File: src/rtl/fetch_stage_pkg.sv
// Shared pipeline types and constants for the fetch stage and IF/ID register.
package fetch_stage_pkg;

  localparam int unsigned INST_W = 32;
  localparam int unsigned ADDR_W = 32;

  localparam logic [INST_W-1:0] NOP_INST = INST_W'(32'h0);

  typedef enum logic [1:0] {
    REQ  = 2'd0,
    BUF  = 2'd1,
    KILL = 2'd2
  } fetch_state_t;

  // Instruction word paired with the PC+4 of the address it came from
  typedef struct packed {
    logic [INST_W-1:0] inst;
    logic [ADDR_W-1:0] pc4;
  } fetch_pkt_t;

  // Sequential next PC; wraps modulo 2^ADDR_W
  function automatic logic [ADDR_W-1:0] pc_plus4(input logic [ADDR_W-1:0] pc);
    return pc + ADDR_W'(4);
  endfunction

endpackage

File: src/rtl/if_id_reg.sv
// IF/ID pipeline register with write enable and bubble insertion.
// A bubble wins over a held register so that a redirect always flushes.
module if_id_reg
  import fetch_stage_pkg::*;
(
  input  logic              clk_i,
  input  logic              rst_i,
  input  logic              we_i,
  input  logic              bubble_i,
  input  fetch_pkt_t        pkt_i,
  output logic [INST_W-1:0] inst_o,
  output logic [ADDR_W-1:0] pc4_o,
  output logic              valid_o
);

  logic [INST_W-1:0] inst_q;
  logic [ADDR_W-1:0] pc4_q;
  logic              valid_q;

  // Reset / bubble / load / hold of the pipeline register
  always_ff @(posedge clk_i) begin
    if (rst_i) begin
      inst_q  <= NOP_INST;
      pc4_q   <= '0;
      valid_q <= 1'b0;
    end else if (bubble_i) begin
      inst_q  <= NOP_INST;
      pc4_q   <= '0;
      valid_q <= 1'b0;
    end else if (we_i) begin
      inst_q  <= pkt_i.inst;
      pc4_q   <= pkt_i.pc4;
      valid_q <= 1'b1;
    end
  end

  assign inst_o  = inst_q;
  assign pc4_o   = pc4_q;
  assign valid_o = valid_q;

endmodule

File: src/rtl/fetch_stage.sv
// Instruction fetch: PC, imem request/ack handshake, one-entry skid buffer
// and redirect handling with discard of an in-flight request.
module fetch_stage
  import fetch_stage_pkg::*;
#(
  parameter logic [ADDR_W-1:0] RESET_PC = 32'h0000_0000
) (
  input  logic              clk_i,
  input  logic              rst_i,
  input  logic              pc_write_i,
  input  logic              IF_ID_write_i,
  input  logic              redirect_i,
  input  logic [ADDR_W-1:0] redirect_pc_i,
  output logic              imem_req_o,
  output logic [ADDR_W-1:0] imem_addr_o,
  input  logic              imem_ack_i,
  input  logic [INST_W-1:0] imem_data_i,
  output logic [INST_W-1:0] IF_ID_inst_o,
  output logic [ADDR_W-1:0] IF_ID_pc4_o,
  output logic              IF_ID_valid_o
);

  fetch_state_t      state_q, state_d;
  logic [ADDR_W-1:0] pc_q, pc_d;
  logic [ADDR_W-1:0] kill_addr_q, kill_addr_d;
  fetch_pkt_t        buf_q, buf_d;

  logic              adv;
  logic [ADDR_W-1:0] pc_next;
  logic              ifid_we;
  logic              ifid_bubble;
  fetch_pkt_t        ifid_pkt;

  assign adv     = pc_write_i & IF_ID_write_i;
  assign pc_next = pc_plus4(pc_q);

  // State, PC, discard address and skid buffer registers
  always_ff @(posedge clk_i) begin
    if (rst_i) begin
      state_q     <= REQ;
      pc_q        <= RESET_PC;
      kill_addr_q <= RESET_PC;
      buf_q       <= '0;
    end else begin
      state_q     <= state_d;
      pc_q        <= pc_d;
      kill_addr_q <= kill_addr_d;
      buf_q       <= buf_d;
    end
  end

  // Next-state, PC update and IF/ID control; redirect outranks stall
  always_comb begin
    state_d     = state_q;
    pc_d        = pc_q;
    kill_addr_d = kill_addr_q;
    buf_d       = buf_q;
    ifid_we     = 1'b0;
    ifid_bubble = 1'b0;
    ifid_pkt    = '{inst: imem_data_i, pc4: pc_next};

    unique case (state_q)
      REQ: begin
        if (redirect_i) begin
          pc_d        = redirect_pc_i;
          ifid_bubble = 1'b1;
          if (!imem_ack_i) begin
            // Request still in flight: keep presenting it until its ack
            state_d     = KILL;
            kill_addr_d = pc_q;
          end
        end else if (imem_ack_i) begin
          pc_d = pc_next;
          if (adv) begin
            ifid_we = 1'b1;
          end else begin
            buf_d   = '{inst: imem_data_i, pc4: pc_next};
            state_d = BUF;
          end
        end else if (adv) begin
          ifid_bubble = 1'b1;
        end
      end

      BUF: begin
        if (redirect_i) begin
          pc_d        = redirect_pc_i;
          ifid_bubble = 1'b1;
          state_d     = REQ;
        end else if (adv) begin
          ifid_we  = 1'b1;
          ifid_pkt = buf_q;
          state_d  = REQ;
        end
      end

      KILL: begin
        if (redirect_i) begin
          pc_d        = redirect_pc_i;
          ifid_bubble = 1'b1;
        end else if (adv) begin
          ifid_bubble = 1'b1;
        end
        if (imem_ack_i) begin
          state_d = REQ;
        end
      end

      default: begin
        state_d = REQ;
      end
    endcase
  end

  // Request is live in REQ and KILL; KILL keeps the abandoned address on the bus
  assign imem_req_o  = ~rst_i & (state_q != BUF);
  assign imem_addr_o = (state_q == KILL) ? kill_addr_q : pc_q;

  if_id_reg u_if_id_reg (
    .clk_i    (clk_i),
    .rst_i    (rst_i),
    .we_i     (ifid_we),
    .bubble_i (ifid_bubble),
    .pkt_i    (ifid_pkt),
    .inst_o   (IF_ID_inst_o),
    .pc4_o    (IF_ID_pc4_o),
    .valid_o  (IF_ID_valid_o)
  );

endmodule

File: config.mk
export PLATFORM = sky130hd
export DESIGN_NAME = fetch_stage
export DESIGN_NICKNAME = d
export VERILOG_FILES = /design/src/rtl/fetch_stage_pkg.sv /design/src/rtl/if_id_reg.sv /design/src/rtl/fetch_stage.sv
export SDC_FILE = /design/constraint.sdc
export NUM_CORES = 1
export LEC_CHECK = 0
export BUFFER_PORTS_ARGS = -buffer_cell sky130_fd_sc_hd__clkbuf_2
export CORE_AREA = 2 2 133 135
export CTS_CLUSTER_SIZE = 30
export DETAILED_ROUTE_END_ITERATION = 8
export DIE_AREA = 0 0 135 137
export HOLD_SLACK_MARGIN = 0.03
export PLACE_DENSITY = 0.73
export SETUP_SLACK_MARGIN = 0.5
export SLEW_MARGIN = 30
export SYNTH_ARGS = -nofsm -noshare
export SYNTH_HDL_FRONTEND = slang
export SYNTH_SLANG_ARGS = --single-unit
export TNS_END_PERCENT = 100
File: constraint.sdc
create_clock -name clk_i -period 5.6 [get_ports clk_i]
set_input_delay 1.12 -clock clk_i [delete_from_list [all_inputs] [get_ports clk_i]]
set_output_delay 1.12 -clock clk_i [all_outputs]
set_load 0.01 [all_outputs]
==> results.md <==
- Register area: 0.00390 mm2
- CTS tree: yes
- DP Cell Count: 1,381
- Worst path arrival time: 2.44 ns
- Final #Nets: 1,250
- Worst-skew pair later-pin latency: 0.44 ns
- RePlAce Congestion: 0.856
- Vias in the first global route: 7,167
- First-pass detailed-route iteration total: 5
- # DRC: 0
- Largest area contributor in the netlist: dfxtp_1
- Final Critical Period: 3.56 ns
- Grt ovf: 0
- Syn nets: 1,148
- Synthesized area: 0.00885 mm2
- Peak VDD IR: 234 uV
- Max clock buf depth: 2
- Ys flop type: dfxtp_1
- CTS clk-pin slew, worst paths: 0.07 ns
- Num ports: 168
- Final ANT Viol Nets: 0
- Drt total wl: 23,400 um
- Synth warn: 0
- Port bufs: 167
- Maximum number of pins on one net before global-route repair: 74
- Fraction of the cycle the final worst path needs: 0.635
- Cts bufs inserted: 17
- Crit end category: output port
- Finished Layout Cells: 1,413
- GRT Total Usage: 0.254
- Number of hold buffers added after CTS: 0
- DR vias/cell: 5.69
- Status: completed
- Clk root buf: clkbuf_16
- Detail Placement HPWL: 15,800 um
- Clock sinks: 195
- Fmax: 281 MHz
- Initial antenna violation count: 0
- H-tree depth: 4
- Final instance area: 0.0103 mm2
- Wire length of the first global-routing pass: 37,400 um
- Most frequent cell after synthesis: dfxtp_1
- Final Max Tran Viols: 0
- Type of the worst setup path: flop to output port
- Share of cells above drive strength 1: 0.214
- Sequential-to-total area share from yosys stat: 0.441
- Max-cap violations: 0
- FILL cells: 1,559
- Slew HR: 0.377
- Area of the multi-input gates: 0.00455 mm2
- Ant diodes: 0
- Via Count: 8,045
- Hold Fails Final Rpt: 0
- Worst-Margin Slew: 0.932 ns
- Max Fanout on Critical Path: 28
- Initial Utilization: 0.519
- Mean Syn Cell Area: 8.24 um2
- Post-synth ARST share: 0
- FF+latch count, synth: 195
- Synth area leaders: dfxtp_1 44%, nand2_1 8.2%, a21oi_1 6.5%
- Hold Path Class: flop to flop
- Post-CTS setup buffer count: 0
- Cell Area, Placed: 0.00970 mm2
- Setup TNS: 0 ns
- RSZ-0062 raised after global routing: no
- Die area: 0.0185 mm2
- Clock skew: 0.0103 ns
- PwrDens: 338 mW/mm2
- Die W: 135 um
- Final Util: 0.605
- Mapped Cells: 1,073
- Drt wl/cell: 16.5 um
- Setup crit start kind: flop
- Die Y: 137 um
- Top cells by count, synth: 195 x dfxtp_1, 194 x nand2_1, 115 x a21oi_1
- CORE AREA: 0.0171 mm2
- Site Rows: 48
- Post-synth top area share: 0.441
- P&R area growth vs syn: 16.6%
- Yosys cell types: 56
- Post-cts sizing count: 0
- Pleak: 0.00392 uW
- Post-synth EDFFs: 0
- Worst Path Required: 4.48 ns
- # setup viols final: 0
- Initial DRC Count: 734
==> where the power goes <==
group	switching [uW]	internal [uW]	total, uW
clock	573	686	1260
sequential	101	1480	1580
combinational	404	247	651
==> cells by family after synthesis <==
kind of cell,count (synthesis),share of synthesized area
buffers and inverters,107,0.0485
DFF,195,0.441
adders and majority gates,5,0.00707
muxes,70,0.0830
xor gates and xnor gates,27,0.0267
AOI/OAI and AO/OA,277,0.201
and+or+nand+nor,392,0.192
==> state kept, by name, indices dropped and copies added, names as in the netlist <==
signal and flops:
buf_q 64, kill_addr_q 32, pc_q 32, u_if_id_reg.inst_o 32
u_if_id_reg.pc4_o 32, state_q 2, u_if_id_reg.valid_o 1
==> layout by cell type (no fill, tap or decap), types with 4 or more instances in the layout <==
master	synthesis	final
a211oi_1	59	59
and2_1	5	5
clkbuf_2	1	166
xor2_1	14	14
mux2i_1	43	43
a31oi_1	6	5
a21oi_1	115	115
a32oi_1	10	10
dfxtp_1	195	195
nor3_1	10	10
buf_4	4	14
o22ai_1	10	10
o221ai_1	19	19
o21ai_0	20	20
and3_1	6	6
inv_6	0	5
nand4_1	13	13
xnor2_1	13	13
o211ai_1	7	7
clkbuf_16	0	17
nand2_1	194	194
nor2_1	113	110
ha_1	5	4
a21o_1	4	4
mux2_2	27	27
or2_2	5	5
a22oi_1	4	4
nand3_1	22	22
nand2b_1	6	6
inv_1	10	10
==> path summary, 6_finish.rpt <==
kind / startpoint / to / slack [ns] / cells past startpoint
setup / recovery: state_q[0]$_SDFFE_PP0P_ / imem_addr_o[3] / 2.04 / 5
hold / removal: u_if_id_reg.pc4_o[2]$_SDFFE_PP0P_ / u_if_id_reg.pc4_o[2]$_SDFFE_PP0P_ / 0.45 / 2
setup reg to reg: state_q[0]$_SDFFE_PP0P_ / u_if_id_reg.pc4_o[10]$_SDFFE_PP0P_ / 2.87 / 8
hold reg to reg: u_if_id_reg.pc4_o[2]$_SDFFE_PP0P_ / u_if_id_reg.pc4_o[2]$_SDFFE_PP0P_ / 0.45 / 2
==> final cells by class <==
class	instances	share of cell area
clock buffers	19	0.0430
well taps	225	0.0273
multi-input cells	771	0.441
repair buffers	180	0.0908
clock inverters	13	0.0159
flip-flops and latches	195	0.379
inverters	10	0.00364
==> per-stage QoR <==
step | total power [uW] | hold WS [ns] | setup slack (ns)
global placement | 2240 | 0.438 | 2.11
CTS | 3490 | 0.454 | 2.04
finish | 3490 | 0.453 | 2.04
detailed placement | 2250 | 0.445 | 2.33
floorplan | 2050 | 0.433 | 2.71
global route | 3640 | 0.465 | 1.90
==> worst max-delay path, stage by stage, from the launching register on <==
cell and delay, ns:
dfxtp_1 0.36, inv_1 0.10, ha_1 0.60, buf_4 0.43, mux2_2 0.38, clkbuf_2 0.13
==> per-layer routing <==
metal | track usage | share of wire | vias up | routed length (um)
met1 | 0.363 | 0.47 | 3757 | 10900
met5 | 0 | 0 | - | 0
met2 | 0.391 | 0.45 | 264 | 10600
met3 | 0.0489 | 0.064 | 29 | 1490
li1 | - | - | 3995 | -
met4 | 0.0694 | 0.016 | 0 | 378
(Power assumes the default switching activity.)
